### config.mk
export PLATFORM = sky130hd
export DESIGN_NAME = button_press_counter
export DESIGN_NICKNAME = d
export VERILOG_FILES = /design/src/rtl/button_press_counter.sv
export SDC_FILE = /design/constraint.sdc
export NUM_CORES = 1
export LEC_CHECK = 0
export CELL_PAD_IN_SITES_DETAIL_PLACEMENT = 1
export CELL_PAD_IN_SITES_GLOBAL_PLACEMENT = 1
export CORE_AREA = 10 10 47 49
export DETAILED_ROUTE_END_ITERATION = 6
export DIE_AREA = 0 0 57 59
export PLACE_DENSITY_LB_ADDON = 0.08
export SLEW_MARGIN = 10
export SYNTH_ARGS = -nofsm -noshare
export SYNTH_HDL_FRONTEND = slang
export SYNTH_SLANG_ARGS = --single-unit
### constraint.sdc
create_clock -name CLK -period 1.2 [get_ports CLK]
set_input_delay 0.12 -clock CLK [delete_from_list [all_inputs] [get_ports CLK]]
set_output_delay 0.12 -clock CLK [all_outputs]
set_load 0.01 [all_outputs]
### src/rtl/button_press_counter.sv
// Push-button press counter: synchronise BTN_C, debounce it, detect the rising
// edge and count accepted presses on a 6-bit wrap-around counter shown on LED.
module button_press_counter #(
  parameter int DEBOUNCE_CYCLES = 1,
  parameter bit LED_ACTIVE_LOW  = 1'b0
) (
  input  logic       CLK,
  input  logic       BTN_RST,
  input  logic       BTN_C,
  output logic [5:0] LED
);

  localparam int               CNT_W   = $clog2(DEBOUNCE_CYCLES) + 1;
  localparam logic [CNT_W-1:0] DB_LAST = CNT_W'(DEBOUNCE_CYCLES - 1);
  localparam logic [5:0]       LED_RST = LED_ACTIVE_LOW ? 6'h3F : 6'h00;

  logic             r_sync1;
  logic             r_sync2;
  logic             r_db;
  logic             r_db_d;
  logic [CNT_W-1:0] r_db_cnt;
  logic [5:0]       r_count;
  logic [5:0]       r_led;
  logic             w_press;
  logic [5:0]       w_count_nxt;

  function automatic logic [5:0] led_drive(input logic [5:0] cnt);
    return LED_ACTIVE_LOW ? ~cnt : cnt;
  endfunction

  // Two-flop synchroniser for the asynchronous button.
  always_ff @(posedge CLK or posedge BTN_RST) begin
    if (BTN_RST) begin
      r_sync1 <= 1'b0;
      r_sync2 <= 1'b0;
    end else begin
      r_sync1 <= BTN_C;
      r_sync2 <= r_sync1;
    end
  end

  // Debounced level flips only after DEBOUNCE_CYCLES consecutive differing samples.
  always_ff @(posedge CLK or posedge BTN_RST) begin
    if (BTN_RST) begin
      r_db     <= 1'b0;
      r_db_cnt <= '0;
    end else if (r_sync2 == r_db) begin
      r_db_cnt <= '0;
    end else if (r_db_cnt == DB_LAST) begin
      r_db     <= r_sync2;
      r_db_cnt <= '0;
    end else begin
      r_db_cnt <= r_db_cnt + 1'b1;
    end
  end

  assign w_press     = r_db & ~r_db_d;
  assign w_count_nxt = r_count + 6'd1;

  // Edge detect and press counter; LED is a register so the pins never glitch.
  always_ff @(posedge CLK or posedge BTN_RST) begin
    if (BTN_RST) begin
      r_db_d  <= 1'b0;
      r_count <= 6'd0;
      r_led   <= LED_RST;
    end else begin
      r_db_d <= r_db;
      if (w_press) begin
        r_count <= w_count_nxt;
        r_led   <= led_drive(w_count_nxt);
      end
    end
  end

  assign LED = r_led;

endmodule

==> run_results.csv <==
group,metric,value,unit
clock_tree,clock_path_buffers,2,
pwr,vdd.ir_drop.worst,0.9386,mV
clock_tree,cts_sinks,10,
clock_tree,clk_pin_slew,0.06,ns
pwr,powerDensity,2387,mW/mm²
synth,synth_commonest_cells,"dfrtp_1 (10), xnor2_1 (4), nand4_1 (3)",
clock_tree,cts.htree.levels,1,
route,drt-pass1-iter-count,1,
synth,synth_edf_count,0,
global_routing,grt_use_total,0.04963,
timing,maxSlewHeadroom,0.7606,
synth,synth_area_leader_cell,"dfrtp_1",
synth,async_reset_ff_frac,1.000,
route,drt_iter0_drc,0,
clock_tree,cts_inserted_buffers,3,
route,drtAntennaViolNets,0,
timing,fin_crit_sh,0.9726,
synth,synth_cells,26,
setup_path,critical-path-slowest-cell,"dfrtp_1",
floorplanning,die_h,59,µm
setup_path,path_class,"flip-flop to flip-flop",
global_routing,overflow,0,
timing,fin_crit,1.167,ns
setup_path,cp.required,1.35,ns
setup_path,cp-end-kind,"flip-flop",
timing,rsz0062_at_grt,"false",
clock_tree,cts_hold_repair.buffers,0,
route,vias,243,
timing,setup_tns,0,ns
route,drc,0,
synth,yosysWarningCount,0,
floorplanning,start_util,0.2634,
run_status,outcome,"complete, no violations",
timing,maxSlewViolCount,0,
run,max_cap_violations,0,
synth,seq_area_frac_synth,0.6780,
global_routing,antenna_found_initial,0,
synth,syn-cell-area,369.1,µm²
setup_path,cp_max_fo,4,
timing,worst_slew_pin_slew,0.3587,ns
clock_tree,cts_tree,"yes",
timing,setup_viol,0,
synth,synth_top_area_frac,0.6780,
setup_path,path_cells,"buf_4, ha_1, mux2_4",
layout,fillers,169,
setup_path,crit_buf_inv,1,
pwr,p_leak,0.2465,nW
setup_path,cp.arrival,1.32,ns
global_routing,grt_pass1_wl,1.235,mm
hold_path,hp-class,"input pin to asynchronous set/reset pin",
layout,layout.nets,44,
setup_path,start_kind,"flip-flop",
layout,n_antenna_cell,0,
clock_tree,clk_latency,0.26,ns
synth,synth_cell_types,12,
floorplanning,fp-row-count,14,
synth,synth-main-ff-cell,"dfrtp_1",
global_routing,grt_max_degree,11,
place,pre_cts_ws,0.09586,ns
timing,finalHoldViolCount,0,
synth,synth.avg_cell_area,14.20,µm²
global_routing,grt_pass1_vias,278,
floorplanning,pin_count,9,
place,gp_congestion,0.6226,
pwr,total_power,1.222,mW
timing,worst_clock_skew,0.0004809,ns
timing,finalWorstSetupSlack,0.03289,ns
synth,syn_nets,30,
floorplanning,core_area,0.001401,mm²
place,portBuffers,8,
timing,fmax,856.8,MHz
route,drt-total-wl,688,µm
clock_tree,cts-root-buf,"clkbuf_4",
layout,drive_above_1_share,0.2051,
route,viasPerCell,4.418,
floorplanning,die_width,57,µm
layout,postLayoutCoreUtil,0.3652,
setup_path,slowest_delay,0.37,ns
route,routedWlPerCell,12.51,µm
floorplanning,die-area,0.003363,mm²
setup_path,crit_family,"flip-flops",
synth,ys_seq_elements,10,
synth,yosysMostFrequentCell,"dfrtp_1",
layout,area.growth.synth_to_final,38.64,%
synth,synth.area.top_cells,"dfrtp_1 (68%), xnor2_1 (9.5%), nand4_1 (5.1%), mux2_4 (4.1%), ha_1 (3.4%)",
-- path summary, 6_finish.rpt --
path | startpoint | endpoint | slack, ns | cells past startpoint
max reg2reg | r_count[0]$_DFFE_PP0P_ | r_count[1]$_DFFE_PP0P_ | 0.03 | 3
min reg2reg | r_sync2$_DFF_PP0_ | r_db$_DFFE_PP0P_ | 0.35 | 0
max in group asynchronous | BTN_RST | r_count[1]$_DFFE_PP0P_ | 0.82 | 2
min in group CLK | BTN_C | r_sync1$_DFF_PP0_ | 0.29 | 1
min | BTN_RST | r_db$_DFFE_PP0P_ | 0.12 | 2
max | r_count[0]$_DFFE_PP0P_ | r_count[1]$_DFFE_PP0P_ | 0.03 | 3
-- stage by stage --
step	hold slack [ns]	std cells	instance area, µm²
final	0.1190	55	511.7
after CTS	0.1313	55	511.7
after global placement	0.3338	49	467.9
after detailed placement	0.3363	49	467.9
after floorplan	-0.03982	26	369.1
after global routing	0.1611	55	511.7
-- cell families (layout without fill, tap and decap cells) --
| logic type | after synthesis | after routing | share of synthesized area |
|---|---|---|---|
| buffers and inverters | 3 | 16 | 0.03387 |
| adder cells (fa/ha/maj) | 1 | 1 | 0.03389 |
| AND/OR/NAND/NOR | 6 | 6 | 0.09493 |
| XOR/XNOR | 5 | 5 | 0.1186 |
| multiplexers | 1 | 1 | 0.04067 |
| flip-flops | 10 | 10 | 0.6780 |
-- sequential cells by signal (all words and copies together), names as in the netlist --
name,cells
r_count,6
r_db,1
r_db_d,1
r_sync1,1
r_sync2,1
-- final cells by class --
class	instances	area [µm²]	share of cell area
Sequential cell	10	250.2	0.4890
Multi-Input combinational cell	13	106.4	0.2078
Timing Repair Buffer	11	95.09	0.1858
Inverter	1	3.754	0.007335
Tap cell	16	20.02	0.03912
Clock buffer	4	36.28	0.07090
-- cells in the final DEF (no fill, tap or decap) --
| master | instances |
|---|---|
| clkbuf_4 | 3 |
| nand2_1 | 1 |
| dfrtp_1 | 10 |
| and3_1 | 1 |
| xor2_1 | 1 |
| mux2_4 | 1 |
| nor2b_1 | 1 |
| clkbuf_8 | 1 |
| buf_4 | 3 |
| inv_1 | 1 |
| xnor2_1 | 4 |
| nand4_1 | 3 |
| clkdlybuf4s50_1 | 2 |
| ha_1 | 1 |
| dlygate4sd2_1 | 6 |
-- timing repair --
action | 4_1_cts | 5_1_grt
buffers inserted | 2 | 0
gates resized for setup | 6 | 0
endpoints found under the setup margin | 6 | 0
-- metal layers --
metal	GRT usage	wire length [µm]	up-vias
met4	0.05034	26	0
met2	0.05891	259	11
met5	0	0	-
met1	0.05333	311	119
met3	0.03648	90	3
li1	-	-	110
-- power breakdown --
group | internal (mW) | switching, mW
combinational | 0.232 | 0.183
sequential | 0.434 | 0.0764
clock | 0.184 | 0.112
Note: power is estimated with default switching activity, not from simulation.
